--- config.mk ---
export PLATFORM = sky130hd
export DESIGN_NAME = instr_prefetch
export DESIGN_NICKNAME = d
export VERILOG_FILES = /design/src/rtl/instr_prefetch_pkg.sv /design/src/rtl/prefetch_fifo.sv /design/src/rtl/instr_prefetch.sv
export SDC_FILE = /design/constraint.sdc
export NUM_CORES = 1
export LEC_CHECK = 0
export CORE_MARGIN = 3
export CORE_UTILIZATION = 35
export DETAILED_ROUTE_END_ITERATION = 8
export PLACE_DENSITY = 0.57
export SYNTH_ARGS = -nofsm -noshare
export SYNTH_HDL_FRONTEND = slang
export SYNTH_SLANG_ARGS = --single-unit
export TNS_END_PERCENT = 30
--- constraint.sdc ---
create_clock -name CLOCK_50 -period 2.4 [get_ports CLOCK_50]
set_clock_uncertainty 0.2 [all_clocks]
set_input_delay 0.48 -clock CLOCK_50 [delete_from_list [all_inputs] [get_ports CLOCK_50]]
set_output_delay 0.48 -clock CLOCK_50 [all_outputs]
set_load 0.01 [all_outputs]
--- src/rtl/instr_prefetch_pkg.sv ---
// Shared CPU definitions: default widths and queue depth used by every pipeline stage.
package instr_prefetch_pkg;

  localparam int unsigned PcWDefault    = 5;
  localparam int unsigned InstrWDefault = 32;
  localparam int unsigned DepthDefault  = 4;

endpackage

--- src/rtl/prefetch_fifo.sv ---
// Power-of-two FIFO with synchronous flush and an occupancy count; storage is not reset.
module prefetch_fifo #(
  parameter int unsigned WIDTH = 37,
  parameter int unsigned DEPTH = 4
) (
  input  logic                       clk_i,
  input  logic                       rst_ni,
  input  logic                       flush_i,
  input  logic                       push_i,
  input  logic [WIDTH-1:0]           wdata_i,
  input  logic                       pop_i,
  output logic [WIDTH-1:0]           rdata_o,
  output logic [$clog2(DEPTH):0]     count_o
);

  localparam int unsigned AddrW = $clog2(DEPTH);
  localparam int unsigned CntW  = AddrW + 1;
  localparam logic [CntW-1:0] FullCnt = CntW'(DEPTH);

  logic [WIDTH-1:0] mem_q [DEPTH];
  logic [AddrW-1:0] wr_ptr_q, wr_ptr_d, rd_ptr_q, rd_ptr_d;
  logic [CntW-1:0]  count_q, count_d;
  logic             wr_en, rd_en;

  always_comb begin
    // Flush dominates: a coincident push or pop is simply discarded.
    wr_en    = push_i & ~flush_i & (count_q != FullCnt);
    rd_en    = pop_i & ~flush_i & (count_q != '0);
    wr_ptr_d = wr_ptr_q;
    rd_ptr_d = rd_ptr_q;
    count_d  = count_q;
    if (flush_i) begin
      wr_ptr_d = '0;
      rd_ptr_d = '0;
      count_d  = '0;
    end else begin
      if (wr_en) wr_ptr_d = wr_ptr_q + AddrW'(1);
      if (rd_en) rd_ptr_d = rd_ptr_q + AddrW'(1);
      unique case ({wr_en, rd_en})
        2'b10:   count_d = count_q + CntW'(1);
        2'b01:   count_d = count_q - CntW'(1);
        default: count_d = count_q;
      endcase
    end
  end

  always_ff @(posedge clk_i or negedge rst_ni) begin
    if (!rst_ni) begin
      wr_ptr_q <= '0;
      rd_ptr_q <= '0;
      count_q  <= '0;
    end else begin
      wr_ptr_q <= wr_ptr_d;
      rd_ptr_q <= rd_ptr_d;
      count_q  <= count_d;
    end
  end

  always_ff @(posedge clk_i) begin
    if (wr_en) mem_q[wr_ptr_q] <= wdata_i;
  end

  assign rdata_o = mem_q[rd_ptr_q];
  assign count_o = count_q;

endmodule

--- src/rtl/instr_prefetch.sv ---
// Instruction prefetcher: issues ROM reads ahead of decode and buffers {pc, instr} in a FIFO.
module instr_prefetch
  import instr_prefetch_pkg::*;
#(
  parameter int unsigned PC_W    = PcWDefault,
  parameter int unsigned INSTR_W = InstrWDefault,
  parameter int unsigned DEPTH   = DepthDefault
) (
  input  logic               CLOCK_50,
  input  logic               RESET_N,
  input  logic               redirect,
  input  logic [PC_W-1:0]    redirect_pc,
  output logic               imem_req,
  output logic [PC_W-1:0]    imem_addr,
  input  logic [INSTR_W-1:0] imem_rdata,
  output logic               out_valid,
  output logic [PC_W-1:0]    out_pc,
  output logic [INSTR_W-1:0] out_instr,
  input  logic               out_ready
);

  localparam int unsigned CntW   = $clog2(DEPTH) + 1;
  localparam int unsigned EntryW = PC_W + INSTR_W;

  logic [PC_W-1:0]   fetch_pc_q, fetch_pc_d;
  logic [PC_W-1:0]   inflight_pc_q, inflight_pc_d;
  logic              inflight_q, inflight_d;
  logic [CntW-1:0]   count;
  logic [EntryW-1:0] head;
  logic              push, pop;

  assign out_valid = (count != '0);

  always_comb begin
    // Slots are reserved for the outstanding read; a same-cycle pop earns no credit.
    imem_req      = ~redirect && ((count + CntW'(inflight_q)) < CntW'(DEPTH));
    push          = inflight_q & ~redirect;
    pop           = out_valid & out_ready;
    fetch_pc_d    = fetch_pc_q;
    inflight_pc_d = inflight_pc_q;
    inflight_d    = imem_req;
    if (redirect) begin
      fetch_pc_d = redirect_pc;
    end else if (imem_req) begin
      fetch_pc_d    = fetch_pc_q + PC_W'(1);
      inflight_pc_d = fetch_pc_q;
    end
  end

  always_ff @(posedge CLOCK_50 or negedge RESET_N) begin
    if (!RESET_N) begin
      fetch_pc_q    <= '0;
      inflight_pc_q <= '0;
      inflight_q    <= 1'b0;
    end else begin
      fetch_pc_q    <= fetch_pc_d;
      inflight_pc_q <= inflight_pc_d;
      inflight_q    <= inflight_d;
    end
  end

  prefetch_fifo #(
    .WIDTH (EntryW),
    .DEPTH (DEPTH)
  ) u_fifo (
    .clk_i   (CLOCK_50),
    .rst_ni  (RESET_N),
    .flush_i (redirect),
    .push_i  (push),
    .wdata_i ({inflight_pc_q, imem_rdata}),
    .pop_i   (pop),
    .rdata_o (head),
    .count_o (count)
  );

  assign imem_addr         = fetch_pc_q;
  assign {out_pc, out_instr} = head;

endmodule

Word-level counts from Yosys, hierarchy flattened
Memories as Yosys holds them, arrays and structs flattened.
Index checks and enable logic that the tools add are counted.
{"block": "totals", "in_bits": 41, "ram_bits": 148, "register_bits": 18, "output_inout_bits": 44, "mem_count": 1}
{"memory": "u_fifo.mem_q", "depth": 4, "width": 37, "rd": 1, "rd_ports_with_merged_regs": 0, "wr": 1, "line_no": "prefetch_fifo.sv:20", "source": "logic [WIDTH-1:0] mem_q [DEPTH];"}
{"block": "classes", "n_bitwise": 7, "n_eq_ne": 3, "n_mux": 10, "n_lt_le_gt_ge": 1, "add_sub_neg": 6, "reduce_logical": 7}
{"cell": "$mux W5", "count": 2}
{"cell": "$mux W2", "count": 4}
{"cell": "$and A1 B1 Y1", "count": 6}
{"cell": "$pmux W3 S2", "count": 1}
{"cell": "$reduce_bool A2 Y1", "count": 3}
{"cell": "$reduce_bool A3 Y1", "count": 2}
{"cell": "$add A5 B1 Y5 const B", "count": 1}
{"cell": "$add A2 B1 Y2 const B", "count": 2}
{"cell": "$add A3 B1 Y3", "count": 1}
{"cell": "$add A3 B1 Y3 const B", "count": 1}
{"cell": "$lt A3 B3 Y1 const B", "count": 1}
{"cell": "$mux W3", "count": 1}
{"cell": "$ne A3 B3 Y1 const B", "count": 1}
{"cell": "$sub A3 B1 Y3 const B", "count": 1}
{"cell": "$eq A2 B1 Y1 const B", "count": 1}
{"cell": "$eq A2 B2 Y1 const B", "count": 1}
{"cell": "$mux W1", "count": 2}
{"cell": "$reduce_and A2 Y1", "count": 1}
{"cell": "$logic_and A1 B1 Y1", "count": 1}
{"cell": "$not A1 Y1", "count": 1}

Depth between registers and ports, before layout
{"block": "depth", "word_depth": 7, "ltp_mapped": 9, "mapped_depth_nobuf": 8}

By module
From an unflattened synthesis, not the netlist that was laid out.
{"block": "unflattened", "cells_unflattened": 304, "area_unflattened_um2": 6481.2}
{"module": "prefetch_fifo", "seq_area_each_um2": 4619.4, "instances": 1, "area_each_um2": 5928.2, "cells_per_inst": 256}
{"module": "instr_prefetch", "seq_area_each_um2": 275.3, "instances": 1, "area_each_um2": 553.0, "cells_per_inst": 48}

Least setup slack after synthesis
OpenSTA, ideal clock, no wires.
{"block": "synth_timing", "path_kind": "in2reg", "start": "in redirect", "end": "mem u_fifo.mem_q[0][0] (enable)", "path_slack_ns": -0.243, "t_arrival_ns": 2.046, "stages": 4, "setup_ns": 0.398, "t_required_ns": 1.802, "path_cell_list": "nand2b_1 a21oi_1 clkbuf_1 and2_1"}
{"block": "synth_via", "elab_chain_cells": 6}
{"element": "start, declared", "line_no": "instr_prefetch.sv:11", "source": "input logic redirect,"}
{"element": "$not A1 Y1 (no source line) (*)"}
{"element": "$and A1 B1 Y1", "line_no": "instr_prefetch.sv:37", "source": "push = inflight_q & ~redirect;"}
{"element": "$and A1 B1 Y1 (*) (2 in a row)", "line_no": "prefetch_fifo.sv:27", "source": "wr_en = push_i & ~flush_i & (count_q != FullCnt);"}
{"element": "$mux W1 (*)", "line_no": "prefetch_fifo.sv:60", "source": "if (wr_en) mem_q[wr_ptr_q] <= wdata_i;"}
{"element": "$mux W1 (implied by the code) (*)", "line_no": "prefetch_fifo.sv:60"}
{"element": "end, declared", "line_no": "prefetch_fifo.sv:20"}
Mark *: on every way between the ends. The rest lies on a longest branch, timed or not.

Worst setup path in the final report
{"block": "layout_timing", "start": "reg u_fifo.rd_ptr_q[0]", "end": "out out_instr[23]"}
{"block": "layout_via", "elab_chain_cells": 1}
{"element": "start, declared", "line_no": "prefetch_fifo.sv:21", "source": "logic [AddrW-1:0] wr_ptr_q, wr_ptr_d, rd_ptr_q, rd_ptr_d;"}
{"element": "start signal, assigned", "line_no": "prefetch_fifo.sv:54", "source": "rd_ptr_q <= rd_ptr_d;"}
{"element": "$mem_v2 Z4 W37"}
{"element": "end, declared", "line_no": "instr_prefetch.sv:18", "source": "output logic [INSTR_W-1:0] out_instr,"}
No other way between the ends.

==> impl_metrics.toml <==
[run_status]
result_of_the_run = "finished, violations left"
violations = "setup timing"

[logic_synthesis]
post_synth_num_cell_types = 34
ys_async_sr_fraction_pct = 10.84
synth_xor_xnor_area_share_pct = 1.104
synth_top_family_by_area = "multiplexers"
average_instance_area_after_synthesis_um2 = 22.04
syn-cell-area_um2 = 6346
synthesis.instances = 288
yosysWarnings = 0
netlist.area_leader.share_pct = 70.03
synth-seq-area-share_pct = 77.13
netlist.top_cell.by_area = "sky130_fd_sc_hd__edfxtp_1"
synth_fp_nets = 335
postSynthRegisterBits = 166
share_of_synthesized_cell_area_in_full_adder_half_adder_and_majority_cells_pct = 1.301
synth_edf_count = 148
synth_compound_gate_area_share_pct = 1.636
most_frequently_used_flop_master_after_synthesis = "sky130_fd_sc_hd__edfxtp_1"
synth.mux.area_fraction_pct = 14.98
ys_top_cells_by_area = "sky130_fd_sc_hd__edfxtp_1, sky130_fd_sc_hd__mux4_2, sky130_fd_sc_hd__dfrtp_1"
synth_simple_gate_area_share_pct = 2.563

[job]
maxCapViolations = 0

[sta]
slew_viol_final = 0
finalSetupTns_ns = -1.255
worst_slew_pin_slew_ns = 0.2547
report.final.setup_viol = 33
period_share_pct = 102.9
final_critical_path_setup_slack_ns = -0.06996
min_tclk_post_route_ns = 2.470
finalHoldViolCount = 0
fmaxAchievable_mhz = 404.9
max_slew_margin_pct = 83.02
rsz_0062_raised_after_global_routing = "true"

[grt]
grt_antenna_before_repair = 0
maximum_number_of_pins_on_one_net_before_global_route_repair = 21
grt_overflow_total = 0
globalRouteTotalUtil_pct = 12.88
grt_first_pass_wirelength_um = 19090
grt_pass1_vias = 3466

[pwr]
vdd.ir_drop.worst_v = 0.0004860
total_power_w = 0.007750
cellLeakagePower_nw = 2.902
power_density_nw_per_um2 = 913.4

[detailed_routing]
routed-via-count = 3136
length_of_routed_met2_wiring_um = 6020
avgRoutedWirePerCell_um = 18.32
drt-total-wl_um = 11930
detailedRoute.firstIterationViolations = 163
postRouteAntennaNets = 0
top_layer = "met4"
drtPass1Iterations = 4
routedLengthMet1_um = 5250
drt-vias-per-instance = 4.817
dr_wl_met3_um = 528
detail_route.drc_violations = 0

[cells_and_area]
n_fill_cell = 1490
area_growth_syn_to_layout_pct = 33.69
antennaDiodeCount = 0
fin_nets = 461
layout-drive-gt1-share_pct = 37.79

[clock_tree]
tritoncts = "done"
cts_inserted_buffers = 17
clock_insertion_delay_worst_skew_ns = 0.41
cts-htree-levels = 4
cts.sinks = 166
root_buffer = "sky130_fd_sc_hd__clkbuf_16"
clock_pin_slew_on_the_worst_setup_and_hold_paths_ns = 0.07
cts_buffer_depth = 2

[die]
vertical_die_dimension_um = 140.7
initial_core_util_pct = 36.19
fp.dieW_um = 140.7
fp-row-count = 48
core_area_um2 = 17540
design.portCount = 85
die-area_um2 = 19780

[setup_path]
timing_worst_setup_path_type = "flop to output port"
cp_data_arrival_time_ns = 1.79
crit_required_ns = 1.72
cp-start-kind = "flop"
endpoint_kind = "output port"
timing.critical_path.fanout_max = 7

[place]
placed_wire_length_estimate_um = 7612
gpl.final_weighted_congestion = 0.6922
dpl_worst_slack_ns = -0.2676
placement.io_buffers = 84

[min_path]
hp-class = "input port to asynchronous set/reset pin"
==> layout make-up <==
class / instances / area [µm²] / area share [%]
flip-flops and latches: 166 / 4898 / 57.73
multi-input cells: 106 / 1400 / 16.50
repair buffers: 120 / 1340 / 15.79
clock buffers: 17 / 425.4 / 5.014
well taps: 225 / 281.5 / 3.318
clock inverters: 14 / 127.6 / 1.504
inverters: 3 / 11.26 / 0.1327
==> repair_timing <==
item                                    CTS  global route
cloned                                    2             0
pin swaps                                 1             1
buffers inserted                          6             1
gates resized for setup                 177            20
endpoints found under the setup margin   39            38
hold buffers                              0             0
==> cells in the mapped netlist, drive strengths merged, types with 2 or more instances <==
cell type / instances
ha: 5
o21ai: 6
mux2i: 2
dfrtp: 18
clkbuf: 4
inv: 3
nand2: 8
mux2: 7
nand2b: 3
edfxtp: 148
xor2: 6
xnor2: 2
and2: 6
mux4: 37
buf: 9
a21oi: 4
nor2: 5
or3: 2
==> sequential cells by signal, indices dropped and copies added (netlist names) <==
| name | count |
|---|---|
| inflight_q | 1 |
| inflight_pc_q | 5 |
| imem_addr | 5 |
| u_fifo.mem_q | 148 |
| u_fifo.rd_ptr_q | 2 |
| u_fifo.wr_ptr_q | 2 |
| u_fifo.count_o | 3 |
==> power by group <==
group | internal [W] | switching [W]
registers | 0.00341 | 0.000128
logic | 0.000997 | 0.000703
clock network | 0.00143 | 0.00109
total | 0.00583 | 0.00192
==> stage by stage <==
stage                     hold slack, ns  instances  util (%)  area (µm²)
final                             0.1990        651     48.38        8484
after global routing              0.2182        651     48.38        8484
after CTS                         0.1828        651     47.92        8404
after detailed placement          0.3212        613     44.61        7824
after global placement            0.3078        613     44.61        7824
after floorplan                 -0.01559        288         -        6349
==> placed cells by master (no fill, tap or decap), drive strengths merged, types with 2 or more instances in the layout <==
cell type	count
a21oi	4
and2	6
buf	74
clkbuf	17
clkdlybuf4s50	45
clkinv	5
clkinvlp	4
dfrtp	18
edfxtp	148
ha	5
inv	7
mux2	7
mux2i	2
mux4	37
nand2	8
nand2b	3
nor2	5
o21ai	6
or3	2
xnor2	2
xor2	6
==> kinds of logic after synthesis <==
group	Yosys count
AO/OA/AOI/OAI	16
flip-flops	166
AND/OR/NAND/NOR	30
buffers and inverters	16
XOR/XNOR	8
adder cells (fa/ha/maj)	6
multiplexers	46
==> per-layer routing <==
layer  up-vias  track usage [%]
met3         9            4.172
met5         -                0
li1       1434                -
met1      1621            16.51
met2        72            20.89
met4         0            4.284
==> worst paths after layout <==
kind | start | slack, ns | depth (start not counted) | endpoint
max | u_fifo.rd_ptr_q[0]$_DFFE_PN0P_ | -0.07 | 4 | out_instr[23]
min | RESET_N | 0.20 | 2 | u_fifo.count_o[0]$_DFFE_PN0P_
max reg2reg | u_fifo.count_o[1]$_DFFE_PN0P_ | 0.14 | 8 | u_fifo.count_o[2]$_DFFE_PN0P_
min reg2reg | inflight_pc_q[3]$_DFFE_PN0P_ | 0.34 | 0 | u_fifo.mem_q[0][35]$_DFFE_PP_
max in group asynchronous | RESET_N | 1.57 | 2 | u_fifo.rd_ptr_q[0]$_DFFE_PN0P_
min in group CLOCK_50 | inflight_pc_q[3]$_DFFE_PN0P_ | 0.34 | 0 | u_fifo.mem_q[0][35]$_DFFE_PP_
==> critical path, cell delays in order, from the launching register on <==
cell and delay, ns:
sky130_fd_sc_hd__dfrtp_2 0.44, sky130_fd_sc_hd__buf_6 0.14, sky130_fd_sc_hd__buf_12 0.13, sky130_fd_sc_hd__mux4_2 0.53, sky130_fd_sc_hd__buf_6 0.14
No activity file was read; power rests on OpenSTA's default activity.
